--- src/rtl/patch_gen_3_3.sv ---
// patch_gen_3_3: raster pixel stream in, every valid 3x3 window out.
// Two line buffers feed a shifting window; one registered output stage.
module patch_gen_3_3 #(
   parameter int DW    = 16,
   parameter int IMG_W = 8,
   parameter int IMG_H = 8
) (
   input  logic            CLK,
   input  logic            rst,
   input  logic [DW-1:0]   PIX,
   input  logic            pix_valid,
   output logic            pix_ready,
   output logic [9*DW-1:0] PATCH,
   output logic            patch_valid,
   input  logic            patch_ready,
   output logic            patch_last
);

   localparam int CW = (IMG_W > 1) ? $clog2(IMG_W) : 1;
   localparam int RW = (IMG_H > 1) ? $clog2(IMG_H) : 1;

   logic [CW-1:0]   col_q, col_d;
   logic [RW-1:0]   row_q, row_d;
   logic [DW-1:0]   lb1_q [IMG_W];
   logic [DW-1:0]   lb2_q [IMG_W];
   logic [DW-1:0]   win_q [3][3];
   logic [DW-1:0]   win_d [3][3];
   logic [9*DW-1:0] patch_q, patch_d;
   logic            valid_q, valid_d;
   logic            last_q, last_d;
   logic            acc, xfer, emit;
   logic            col_end, row_end;
   logic [DW-1:0]   up2, up1;

   always_comb begin
      pix_ready = !rst && (!valid_q || patch_ready);
      acc       = pix_valid && pix_ready;
      xfer      = valid_q && patch_ready;
      col_end   = (col_q == CW'(IMG_W - 1));
      row_end   = (row_q == RW'(IMG_H - 1));
      emit      = acc && (row_q >= RW'(2)) && (col_q >= CW'(2));
      up2       = lb2_q[col_q];
      up1       = lb1_q[col_q];
   end

   always_comb begin
      col_d   = col_q;
      row_d   = row_q;
      win_d   = win_q;
      patch_d = patch_q;
      valid_d = valid_q;
      last_d  = last_q;
      if (acc) begin
         col_d = col_end ? '0 : col_q + 1'b1;
         if (col_end) begin
            row_d = row_end ? '0 : row_q + 1'b1;
         end
         for (int r = 0; r < 3; r++) begin
            win_d[r][0] = win_q[r][1];
            win_d[r][1] = win_q[r][2];
         end
         // new right column comes from the pre-update buffers
         win_d[0][2] = up2;
         win_d[1][2] = up1;
         win_d[2][2] = PIX;
      end
      if (emit) begin
         patch_d = {win_d[0][0], win_d[0][1], win_d[0][2],
                    win_d[1][0], win_d[1][1], win_d[1][2],
                    win_d[2][0], win_d[2][1], win_d[2][2]};
         valid_d = 1'b1;
         last_d  = row_end && col_end;
      end else if (xfer) begin
         valid_d = 1'b0;
      end
   end

   always_ff @(posedge CLK) begin
      if (rst) begin
         col_q   <= '0;
         row_q   <= '0;
         patch_q <= '0;
         valid_q <= 1'b0;
         last_q  <= 1'b0;
         for (int r = 0; r < 3; r++) begin
            for (int c = 0; c < 3; c++) begin
               win_q[r][c] <= '0;
            end
         end
      end else begin
         col_q   <= col_d;
         row_q   <= row_d;
         patch_q <= patch_d;
         valid_q <= valid_d;
         last_q  <= last_d;
         win_q   <= win_d;
      end
   end

   // buffer contents are overwritten by rows 0/1 before any emit
   always_ff @(posedge CLK) begin
      if (acc) begin
         lb2_q[col_q] <= lb1_q[col_q];
         lb1_q[col_q] <= PIX;
      end
   end

   always_comb begin
      PATCH       = rst ? '0 : patch_q;
      patch_valid = valid_q && !rst;
      patch_last  = last_q && !rst;
   end

endmodule

--- config.mk ---
export PLATFORM = sky130hd
export DESIGN_NAME = patch_gen_3_3
export DESIGN_NICKNAME = d
export VERILOG_FILES = /design/src/rtl/patch_gen_3_3.sv
export SDC_FILE = /design/constraint.sdc
export NUM_CORES = 1
export LEC_CHECK = 0
export ABC_AREA = 1
export BUFFER_PORTS_ARGS = -buffer_cell sky130_fd_sc_hd__clkbuf_2
export CORE_ASPECT_RATIO = 0.5
export CORE_MARGIN = 10
export CORE_UTILIZATION = 40
export DETAILED_ROUTE_END_ITERATION = 12
export PLACE_DENSITY = 0.56
export REMOVE_ABC_BUFFERS = 1
export SYNTH_ARGS = -nofsm -noshare
export SYNTH_HDL_FRONTEND = slang
export SYNTH_SLANG_ARGS = --single-unit
--- constraint.sdc ---
create_clock -name CLK -period 4 [get_ports CLK]
set_input_delay 0.6 -clock CLK [delete_from_list [all_inputs] [get_ports CLK]]
set_output_delay 0.6 -clock CLK [all_outputs]
set_load 0.005 [all_outputs]
; ---- After elaboration in Yosys (flattened, before gate mapping)
; Memory sizes are Yosys's and may differ from the RTL's. A register that Yosys moved wholly into a read port is not among the register bits.
; Cells that the tools add are included.
; W data, S select, Z words.
[classes]
n_addsub = 2
n_mul = 0
n_div = 0
order_cmp = 2
eq_ne = 2
shift = 0
n_mux = 12
n_bitwise = 0
reduce_logical = 13
[op_table]
columns = cell, n
row1 = $mux W144, 2
row2 = $mux W3, 6
row3 = $logic_and A1 B1 Y1, 8
row4 = $add A3 B1 Y3 const B, 2
row5 = $eq A3 B3 Y1 const B, 2
row6 = $ge A3 B2 Y1 const B, 2
row7 = $mux W1, 4
row8 = $logic_not A1 Y1, 2
row9 = $reduce_and A2 Y1, 1
row10 = $reduce_bool A2 Y1, 1
row11 = $logic_or A1 B1 Y1, 1
[totals]
register_bits = 296
latch_bits = 0
ram_bits = 256
romBits = 0
out_inout_bits = 147
elab_cells = 47
memories = 2
[memory_table]
columns = name, depth, word_bits, read_ports, rd_ports_with_merged_regs, write_ports, line_no
row1 = lb1_q, 8, 16, 1, 1, 1, 24  ; logic [DW-1:0] lb1_q [IMG_W];
row2 = lb2_q, 8, 16, 1, 1, 1, 25  ; logic [DW-1:0] lb2_q [IMG_W];

; ---- Depth between registers and ports, before layout
; Gate-level depths: netlist of run 1.
[depth]
word_depth = 7
ltp_mapped = 11

; ---- Worst setup path before layout of run 1
; Ideal clock, no wire load.
[synth_timing]
path_type = in2reg
from = input port rst
to = memory lb1_q[1][0] (enable)
arrival_ps = 2698
required_time_ps = 3579
path_slack_ps = 881
stages = 7
path_buffers = 2
cell_sequence = buf_6 > inv_4 > nand3_4 > inv_2 > buf_2 > nand2_1 > nor2_1
[synth_via]
elab_chain_cells = 5
[synth_rtl]
columns = item, line_no
row1 = from (decl), 9  ; input logic rst,
row2 = $logic_not A1 Y1, 36  ; pix_ready = !rst && (!valid_q || patch_ready);
row3 = $logic_and A1 B1 Y1, 36
row4 = $logic_and A1 B1 Y1, 37  ; acc = pix_valid && pix_ready;
row5 = $mux W1, 102  ; if (acc) begin
row6 = $mux W1 (implied by the code), 104  ; lb1_q[col_q] <= PIX;
row7 = to (decl), 24
; Every way passes these cells.

==> flow_summary.toml, run 1 <==
[die]
chipHeight_um = 191
fp.coreArea_mm2 = 0.0575
row_count = 62
io_pins = 167
die_area_mm2 = 0.0688
initial_utilization_pct = 40.5
die_w_um = 361

[sta]
holdWs_ns = 0.352
worst_pin_slew_ns = 0.966
finClkSkew_ns = 0.0204
hold_viol = 0
final_max_slew_viol_count = 0
rsz0062_at_grt = "false"
timing.fmax_mhz = 347
setup_viol = 0
fin_crit_ns = 2.88
period_share_pct = 72.0
setup_tns_ns = 0
slew_headroom_pct = 35.6

[synth]
synth_ff_type = "dfxtp_1"
yosys-top-cells-area = "edfxtp_1, dfxtp_1, inv_1"
netlist_top_cells_count = "inv_1, nand2_1, nor2_1"
postSynthCellCount = 2683
synth_top_cell_by_area = "edfxtp_1"
synth.most_common_cell = "inv_1"
synth.avg_cell_area_um2 = 8.67
synth_edf_count = 256
ys_ff_latch = 555
synthArstFlopShare_pct = 0
synth_cell_types = 24
yosysWarnings = 0
synth_top_area_share_pct = 33.0
netlist_area_mm2 = 0.0233
synth_seq_area_share_pct = 58.8

[cts]
clk_latency_ns = 0.59
hold_buffers = 0
cts_max_level = 2
clk_path_buf_depth = 3
cts_tree = "yes"
cts_sinks = 555
clk_root_buffer_cell = "clkbuf_16"
cts_resized = 0
numCtsBuffers = 51
cts.clk_slew.worst_paths_ns = 0.06
post_cts_buffers = 0

[placed_design]
numPortBuffers = 166
dpl.cell_count = 3486
hpwlAfterDp_um = 30800
place_congestion = 0.725

[setup_path]
crit_path_cell_trace = "clkinv_2 > buf_4 > nand2_1 > nand3_1 > nand3_1 > nand2_1 > inv_1 > nand2_1 > a21oi_1"
reg2reg_depth = 9
reg2reg_slack_ns = 1.12
cp_max_fo = 44
required_ns = 4.50
crit_top_cell = "nand2_1"
r2r-end = "win_q[48]$_SDFF_PP0_"
crit_slowest_cell = "clkinv_2"
crit_type = "register to register"
start_kind = "register"
cp-end-kind = "register"
worstPathArrival_ns = 3.38
cp_slowest_stage_delay_ns = 0.67

[detailed_routing]
wl_per_cell_um = 14.7
wirelength_um = 52700
num_vias = 16500
drc = 0
via_per_inst = 4.60
drt_iter0_drc = 1151
antenna_left = 0
drtPass1Iterations = 5

[grt]
grt_usage_pct = 15.1
grt_max_degree = 175
grt_overflow = 0
antenna_found_initial = 1
grt_pass1_vias = 15700
grt_first_pass_wirelength_um = 85000

[worst_hold_path]
worstHoldEndpoint = "lb1_q[4][13]$_DFFE_PP_"
hold_path.class = "input port to register"
min-delay-start = "PIX[13]"
worstHoldPathCells = 1

[flow_run]
cap_violations = 0

[finish]
postLayoutCoreUtil_pct = 45.7
fillCellCount = 5623
layout-drive-gt1-share_pct = 12.8
nNetsFinal = 2797
syn_to_final_growth_pct = 12.8
fin_cells = 3581
insertedDiodeCount = 0

[power]
p_total_uw = 11800
p_per_area_mw_per_mm2 = 448
peakVddDrop_mv = 0.303
leakagePower_uw = 0.0112

[outcome]
outcome = "completed"
-- worst max-delay path: cells and delay by family (launching register included) --
family          cells  cell delay, ns
compound gates      1            0.12
simple gates        5            0.56
flops               1            0.65
buf+inv             3            1.45
-- registers in the layout, indices dropped and copies added (netlist names), named ones only --
register and count:
last_q 1, lb1_q 128, win_q 144, row_q 3, patch_q 144, lb2_q 128
valid_q 1, col_q 3
-- per-stage QoR --
step,worst slack [ns],cell area [um2]
after detailed placement,1.12,24600
after floorplan,-3.28,22400
after global routing,0.883,26200
final,1.12,26200
after CTS,1.12,26200
after global placement,1.15,24600
-- cell usage in the layout, fill, tap and decap left out, drive strengths merged --
cell type,count
dfxtp,299
nand4,16
inv,543
nand3,210
o21ai,118
buf,30
clkinvlp,3
bufinv,1
nand2,508
a211oi,112
a21oi,71
clkbuf,240
nor2,384
ha,6
clkinv,16
edfxtp,256
-- layout make-up --
cell class / count / area [um2] / area share [%]
Clock buffer: 75 / 1500 / 5.71
Timing Repair Buffer: 195 / 1150 / 4.37
Sequential cell: 555 / 13700 / 52.1
Tap cell: 768 / 961 / 3.66
Inverter: 543 / 2040 / 7.79
Multi-Input combinational cell: 1425 / 6800 / 25.9
Clock inverter: 20 / 123 / 0.467
-- worst max-delay path by stage --
| stage | from | end | cells past startpoint |
|---|---|---|---|
| CTS | register | win_q[48]$_SDFF_PP0_ | 9 |
| detailed placement | patch_ready | lb1_q[1][3]$_DFFE_PP_ | 9 |
| finish | register | win_q[48]$_SDFF_PP0_ | 9 |
| global route | register | win_q[48]$_SDFF_PP0_ | 9 |
| floorplan | patch_ready | patch_q[100]$_SDFFE_PP0P_ | 8 |
| global placement | patch_ready | lb1_q[1][3]$_DFFE_PP_ | 9 |
-- per-layer routing --
metal	share of wire [%]	vias up	track usage, %
met1	48	7630	20.6
met2	46	261	25.3
li1	-	8536	-
met5	0	-	0
met4	1.3	0	2.97
met3	4.5	62	2.41
-- where the power goes --
part,switching [uW],total (uW),internal (uW)
Combinational,607,812,205
Sequential,59.2,6170,6120
Clock,2110,4770,2660
-- logic make-up (layout without fill, tap and decap cells) --
logic type / after synthesis / count (layout) / share of synthesized area (%)
simple gates: 1118 / 1118 / 19.4
compound gates: 301 / 301 / 9.20
buf+inv: 703 / 833 / 12.3
flops: 555 / 555 / 58.8
fa+ha+maj: 6 / 6 / 0.323
No activity file was read; power rests on OpenSTA's default activity.
==> run 2, diff against run 1 <==
Settings changed: PLACE_DENSITY 0.56 to 0.58.
Clock period 4 ns to 2.4 ns, I/O delays scaled along.
==> run 2 against run 1 <==
Net effect:
- die area did not move
- via count rose by 0.19%
- fmax rose by 49%
- power rose by 69%
- combinational power rose by 75%
- cell area rose by 1.1%
- core utilization rose by 0.51 points
- sequential share of layout area fell by 0.58 points
- hold slack got worse by 0.25 ns
- routed wire length fell by 1.3%
- first-iteration DRC count rose by 0.96%
- critical endpoint is now patch_q[108]$_SDFFE_PP0P_
- largest power group unchanged
==> flow_summary.toml, run 2 (same netlist as run 1, synthesis figures left out) <==
[cts]
hold_buffers = 0
cts_tree = "yes"
clk_root_buffer_cell = "clkbuf_16"
cts_sinks = 555
numCtsBuffers = 51
cts_resized = 0
clk_latency_ns = 0.57
cts_max_level = 2
cts.clk_slew.worst_paths_ns = 0.07
post_cts_buffers = 0
clk_path_buf_depth = 3

[sta]
timing.fmax_mhz = 516
setup_viol = 0
slew_headroom_pct = 49.3
rsz0062_at_grt = "false"
finClkSkew_ns = 0.0204
period_share_pct = 80.8
final_max_slew_viol_count = 0
fin_crit_ns = 1.94
worst_pin_slew_ns = 0.760
hold_viol = 0
layout_setup_ws_ns = 0.461

[setup_path]
cp-end-kind = "register"
crit_path_cell_trace = "inv_1 > ha_1 > nor2_1 > nand2_1 > o21ai_2 > nor2_4 > inv_2 > a21oi_1 > nand2_1 > inv_1"
required_ns = 2.87
crit_family = "buffers and inverters"
worstPathArrival_ns = 2.41
crit_slowest_cell = "inv_2"
cp_num_buf_inv = 3
crit_path_start = "row_q[0]$_SDFFE_PP0P_"
crit_type = "register to register"
crit-reg2reg-launch = "row_q[0]$_SDFFE_PP0P_"
cp_slowest_stage_delay_ns = 0.56
cp_max_fo = 34
start_kind = "register"

[grt]
grt_overflow = 0
grt_usage_pct = 14.8
grt_max_degree = 148
grt_pass1_vias = 15600
antenna_found_initial = 0
grt_first_pass_wirelength_um = 84400

[power]
p_int_uw = 15100
p_comb_share_pct = 7.2
p_clk_share_pct = 40.9
switching_power_uw = 4660
seqPwrFrac_pct = 51.9
p_per_area_mw_per_mm2 = 746
leakagePower_uw = 0.0114
switching_share_pct = 23.5
peakVddDrop_mv = 0.479

[worst_hold_path]
hold_path.class = "input port to register"
min-delay-start = "rst"

[die]
initial_utilization_pct = 40.5
die_area_mm2 = 0.0688
chipHeight_um = 191
io_pins = 167
fp.coreArea_mm2 = 0.0575
die_w_um = 361
row_count = 62

[placed_design]
numPortBuffers = 166
hpwlAfterDp_um = 31300
post-place-ws_ns = 0.363
place_congestion = 0.757

[finish]
insertedDiodeCount = 0
fillCellCount = 5518
syn_to_final_growth_pct = 14.1
nNetsFinal = 2817
largestRegisters = "patch_q: 144 flops, win_q: 144 flops"
final_common_cell = "inv_1"
layout-drive-gt1-share_pct = 13.4
layout_common_cells = "inv_1, nand2_1, nor2_1"
postLayoutCoreUtil_pct = 46.2

[outcome]
outcome = "completed"

[detailed_routing]
drc = 0
wirelength_um = 52000
drtPass1Iterations = 5
antenna_left = 0
wl_per_cell_um = 14.4
via_per_inst = 4.59
drt_iter0_drc = 1162
num_vias = 16500

[flow_run]
cap_violations = 0
## run 2: cell type report
class | count | area (um2) | area share, %
flip-flops and latches | 555 | 13700 | 51.5
inverters | 543 | 2040 | 7.69
clock buffers | 66 | 1420 | 5.33
repair buffers | 215 | 1410 | 5.31
well taps | 768 | 961 | 3.62
clock inverters | 29 | 239 | 0.900
multi-input cells | 1425 | 6800 | 25.6
## run 2: routing by layer
layer	GRT usage, %	wire length, um	vias to the layer above
met5	0	0	-
met4	2.72	681	0
met3	2.39	2300	54
met2	24.7	23900	238
met1	20.3	25000	7641
li1	-	-	8587
## run 2: power groups by stage
stage | combinational [uW] | sequential, uW | clock (uW)
floorplan | 802 | 10500 | 0
global route | 1620 | 10300 | 8720
CTS | 1440 | 10300 | 8330
detailed placement | 1430 | 10500 | 0
finish | 1420 | 10300 | 8110
global placement | 1420 | 10500 | 0
## run 2: final timing paths
check                         endpoint  slack, ns  depth (start not counted)
max          patch_q[108]$_SDFFE_PP0P_       0.46                         10
min                           register       0.11                          4
max reg2reg  patch_q[108]$_SDFFE_PP0P_       0.46                         10
min reg2reg      row_q[2]$_SDFFE_PP0P_       0.48                          2
## run 2: stage by stage
step / TNS [ns] / hold WS [ns] / power (uW) / std cells / area [um2]
after floorplan: -1755.63 / 0.429 / 11300 / 2523 / 22400
after CTS: 0 / 0.0784 / 20000 / 3601 / 26500
final: 0 / 0.106 / 19800 / 3601 / 26500
after global routing: 0 / 0.101 / 20600 / 3601 / 26500
after detailed placement: 0 / 0.475 / 11900 / 3506 / 24900
after global placement: 0 / 0.468 / 11900 / 3506 / 24900
## run 2: worst register-to-register path: stages (launching register included)
cell	delay, ns
dfxtp_1	0.38
inv_1	0.08
ha_1	0.19
nor2_1	0.08
nand2_1	0.07
o21ai_2	0.09
nor2_4	0.09
inv_2	0.56
a21oi_1	0.16
nand2_1	0.11
inv_1	0.04
